`src/rtl/abs_diff_sad_ctrl.sv`:
```
// Sum-of-absolute-differences block controller: accumulates |A-B| over a
// configurable number of operand pairs and presents the total with a valid/ready handshake.
module abs_diff_sad_ctrl #(
   parameter int DW    = 3,
   parameter int CNT_W = 4,
   parameter int ACC_W = DW + CNT_W
) (
   input  logic             clk,
   input  logic             rst,
   input  logic [CNT_W-1:0] cfg_len,
   input  logic             in_valid,
   output logic             in_ready,
   input  logic [DW-1:0]    in_a,
   input  logic [DW-1:0]    in_b,
   output logic             out_valid,
   input  logic             out_ready,
   output logic [ACC_W-1:0] out_sad,
   output logic             busy
);

   typedef enum logic [1:0] {
      IDLE  = 2'd0,
      ACCUM = 2'd1,
      DONE  = 2'd2
   } state_t;

   state_t           state_r, state_s;
   logic [ACC_W-1:0] acc_r, acc_s;
   logic [CNT_W-1:0] cnt_r, cnt_s;
   logic [CNT_W-1:0] len_r, len_s;
   logic             accept_s;
   logic [ACC_W-1:0] term_s;

   function automatic logic [DW-1:0] abs_diff(input logic [DW-1:0] a, input logic [DW-1:0] b);
      if (a >= b) begin
         return a - b;
      end else begin
         return b - a;
      end
   endfunction

   // Output decode from the state register; the result bus is forced to zero outside DONE.
   always_comb begin
      in_ready  = 1'b0;
      out_valid = 1'b0;
      busy      = 1'b0;
      out_sad   = {ACC_W{1'b0}};
      case (state_r)
         IDLE: begin
            in_ready = 1'b1;
         end
         ACCUM: begin
            in_ready = 1'b1;
            busy     = 1'b1;
         end
         DONE: begin
            out_valid = 1'b1;
            busy      = 1'b1;
            out_sad   = acc_r;
         end
         default: begin
            in_ready = 1'b0;
         end
      endcase
   end

   assign accept_s = in_valid & in_ready;
   assign term_s   = {{(ACC_W-DW){1'b0}}, abs_diff(in_a, in_b)};

   // Next-state, accumulator, counter and latched length.
   always_comb begin
      state_s = state_r;
      acc_s   = acc_r;
      cnt_s   = cnt_r;
      len_s   = len_r;
      case (state_r)
         IDLE: begin
            if (accept_s) begin
               // A zero length is treated as a single-pair block.
               len_s = (cfg_len == {CNT_W{1'b0}}) ? {{(CNT_W-1){1'b0}}, 1'b1} : cfg_len;
               acc_s = term_s;
               cnt_s = {{(CNT_W-1){1'b0}}, 1'b1};
               if (len_s == {{(CNT_W-1){1'b0}}, 1'b1}) begin
                  state_s = DONE;
               end else begin
                  state_s = ACCUM;
               end
            end else begin
               state_s = IDLE;
            end
         end
         ACCUM: begin
            if (accept_s) begin
               acc_s = acc_r + term_s;
               cnt_s = cnt_r + {{(CNT_W-1){1'b0}}, 1'b1};
               if (cnt_s == len_r) begin
                  state_s = DONE;
               end else begin
                  state_s = ACCUM;
               end
            end else begin
               state_s = ACCUM;
            end
         end
         DONE: begin
            if (out_ready) begin
               acc_s   = {ACC_W{1'b0}};
               cnt_s   = {CNT_W{1'b0}};
               state_s = IDLE;
            end else begin
               state_s = DONE;
            end
         end
         default: begin
            state_s = IDLE;
            acc_s   = {ACC_W{1'b0}};
            cnt_s   = {CNT_W{1'b0}};
            len_s   = {{(CNT_W-1){1'b0}}, 1'b1};
         end
      endcase
   end

   // State and datapath registers; reset wins over any handshake in the same cycle.
   always_ff @(posedge clk) begin
      if (rst) begin
         state_r <= IDLE;
         acc_r   <= {ACC_W{1'b0}};
         cnt_r   <= {CNT_W{1'b0}};
         len_r   <= {{(CNT_W-1){1'b0}}, 1'b1};
      end else begin
         state_r <= state_s;
         acc_r   <= acc_s;
         cnt_r   <= cnt_s;
         len_r   <= len_s;
      end
   end

endmodule

```
`config.mk`:
```
export PLATFORM = sky130hd
export DESIGN_NAME = abs_diff_sad_ctrl
export DESIGN_NICKNAME = d
export VERILOG_FILES = /design/src/rtl/abs_diff_sad_ctrl.sv
export SDC_FILE = /design/constraint.sdc
export NUM_CORES = 1
export LEC_CHECK = 0
export ABC_AREA = 1
export CELL_PAD_IN_SITES_DETAIL_PLACEMENT = 0
export CELL_PAD_IN_SITES_GLOBAL_PLACEMENT = 2
export CORE_MARGIN = 2
export CORE_UTILIZATION = 25
export DETAILED_ROUTE_END_ITERATION = 6
export PLACE_DENSITY_LB_ADDON = 0.1
export SETUP_SLACK_MARGIN = 0.1
export SYNTH_ARGS = -nofsm -noshare
export SYNTH_HDL_FRONTEND = slang
export SYNTH_SLANG_ARGS = --single-unit
```
`constraint.sdc`:
```
create_clock -name clk -period 2.6 [get_ports clk]
set_input_delay 0.78 -clock clk [delete_from_list [all_inputs] [get_ports clk]]
set_output_delay 0.78 -clock clk [all_outputs]
set_load 0.05 [all_outputs]
```
==> results.py <==
metrics = {
    "global_route": {
        "antenna_found_initial": 0,
        "grt_pass1_wl_um": 6840,
        "grt_start_max_net_pins": 12,
        "grt_usage_pct": 13.9,
        "grt_pass1_vias": 1520,
        "grt_overflow_total": 0,
    },
    "cells_and_area": {
        "final_cell_area_mm2": 0.00215,
        "areaGrowthSynthToFinish_pct": 57.4,
        "layout_common_cells": "nand2_1, inv_1, buf_4, dfxtp_1, nand3_1",
        "nFillCells": 553,
        "regArea_um2": 340,
        "layout_commonest_cell": "nand2_1",
        "n_antenna_cell": 0,
        "fin_cells": 336,
        "drive_above_1_share_pct": 32.0,
        "fin_nets": 297,
        "multi_input_comb_area_um2": 917,
    },
    "clock_tree": {
        "cts_root_buffer": "clkbuf_8",
        "insertion_delay_ns": 0.26,
        "numCtsBuffers": 3,
        "path_clk_slew_ns": 0.08,
        "hold_buffers": 0,
        "clkSinkCount": 17,
        "cts_tree": "built",
        "clockBufferDepth": 2,
        "htreeDepth": 1,
    },
    "worst_setup_path": {
        "rr_worst_depth": 9,
        "criticalPathCategory": "in2reg",
        "critPathRequiredTime_ns": 2.76,
        "startpoint_type": "input pin",
        "end_kind": "flop",
        "arrival_ns": 2.81,
        "crit_fanout": 3,
    },
    "pwr": {
        "max-vdd-ir-drop_uv": 271,
        "pwr-share-comb_pct": 50.7,
        "switching_share_pct": 37.8,
        "p_total_uw": 1060,
        "pwr-share-clk_pct": 19.4,
        "p_per_area_mw_per_mm2": 491,
        "p_switching_uw": 400,
        "seq_power_share_pct": 29.9,
        "p_int_uw": 657,
        "leakage_uw": 0.00104,
    },
    "sta": {
        "fmax_mhz": 378,
        "tightestPinTransition_ns": 0.368,
        "min_period_ns": 2.65,
        "slew_viol_final": 0,
        "post-route-period-util_pct": 102,
        "slew_headroom_pct": 75.5,
        "hold_viol": 0,
        "rsz0062_at_grt": "true",
        "finalSetupViolCount": 2,
        "worst_slack_ns": -0.0487,
        "clock_skew_ns": 0.00766,
    },
    "placement": {
        "hpwl_um": 2850,
        "placedCellCount": 309,
        "port_buffers": 23,
        "placed_area_mm2": 0.00185,
        "place_congestion": 0.794,
    },
    "yosys": {
        "synth_area_mm2": 0.00137,
        "ys_ff_latch": 17,
        "yosysSeqAreaShare_pct": 24.9,
        "synth_fp_nets": 236,
        "synthCells": 206,
        "netlist.area_leader.share_pct": 24.9,
        "synth_area_leaders": "dfxtp_1, inv_1, nand2_1",
        "syn_area_per_cell_um2": 6.64,
        "yosys.area.top_type": "dfxtp_1",
        "synth_cell_types": 26,
        "yosysWarnings": 0,
    },
    "drt": {
        "vias_per_cell": 4.43,
        "drt_first_iter_violations": 38,
        "ant_nets": 0,
        "route.detailed.drc": 0,
        "vias": 1490,
        "wl_per_cell_um": 11.6,
        "dr.pass1.iters": 4,
        "detail_route.wirelength_um": 3890,
    },
    "die": {
        "ios": 24,
        "die_area_mm2": 0.00608,
        "fp.dieH_um": 78.0,
        "dieWidth_um": 78.0,
        "start_util_pct": 26.3,
        "core_area_mm2": 0.00520,
        "rows": 26,
    },
    "outcome": {
        "violations": "setup timing",
        "status": "complete, but fails checks",
    },
    "min_path": {
        "min_delay_path_depth": 2,
        "hold_class": "reg2reg",
    },
    "job": {
        "drv_cap": 0,
    },
}
[path summary, 6_finish.rpt]
kind,start,to,slack (ns)
max,in_b[0],acc_r[6],-0.05
min,len_r[1],len_r[1],0.48
max reg2reg,state_r[0],acc_r[6],0.75
min reg2reg,len_r[1],len_r[1],0.48
[metal layers]
layer	vias up	GRT usage, %	part of all wire, %
li1	768	-	-
met5	-	0	0
met4	0	2.63	0.80
met1	699	16.1	42
met3	4	2.67	3.1
met2	19	26.4	54
[layout make-up]
| class | instances | area share (%) |
|---|---|---|
| sequential | 17 | 15.8 |
| multi-input combinational | 136 | 42.6 |
| clock buffer | 3 | 1.92 |
| tap | 70 | 4.07 |
| timing repair buffer | 59 | 26.5 |
| inverter | 50 | 8.84 |
| clock inverter | 1 | 0.233 |
[synthesized netlist by cell type]
master    number
or2_2          2
fa_1           3
a41oi_1        1
nand2_4        1
nand4_1        6
clkbuf_1       1
nor3_1         1
a211oi_1       3
dfxtp_1       17
xnor2_1        2
nand2_2        1
a21oi_4        1
buf_6          1
nand2_1       47
nor2_2         2
a21oi_1       17
nand3_1       18
ha_1          13
xor2_1         1
inv_2          1
a31oi_1        2
o21ai_0        4
nor2_1        10
inv_1         49
o21ai_4        1
buf_2          1
[worst max-delay path: stages]
cell	delay, ns
buf_8	0.10
inv_4	0.05
ha_4	0.12
inv_2	0.03
fa_2	0.51
inv_1	0.04
nand4_1	0.09
nand2_2	0.09
fa_2	0.36
inv_2	0.06
nand2_2	0.05
a21oi_2	0.17
nand2_2	0.08
nor2_4	0.11
nand3_1	0.07
nand2_1	0.06
nor2_1	0.04
[registers in the layout, indices dropped and copies added (netlist names)]
register  cells
acc_r         7
cnt_r         4
len_r         4
state_r       2
[repair_timing]
action,CTS,global route
setup buffers,22,1
setup endpoints to repair,6,6
resized for setup,39,11
cloned,0,0
pin swaps,20,5
[per-stage QoR]
step                hold slack [ns]  util [%]  setup slack [ns]  TNS [ns]
global route                  0.515      41.3            -0.194    -0.683
finish                        0.479      41.3           -0.0487   -0.0555
global placement              0.465      35.5            -0.685     -3.57
floorplan                     0.451         -           -0.0898   -0.0898
detailed placement            0.473      35.5            -0.754     -3.77
CTS                           0.483      40.4           -0.0124   -0.0124
[power groups by stage]
stage	clock network (uW)	registers [uW]	logic (uW)
after floorplan	0	315	274
after global placement	0	322	415
after detailed placement	0	323	416
after CTS	216	317	502
after global routing	228	321	594
final	205	316	536
[kinds of logic after synthesis]
family,after synthesis,synth area share [%]
AO/OA/AOI/OAI,29,13.3
AND/OR/NAND/NOR,88,28.5
buffers and inverters,53,15.2
adder cells (fa/ha/maj),16,16.3
XOR/XNOR,3,1.92
flip-flops,17,24.9
Power figures use the tool's default switching activity.
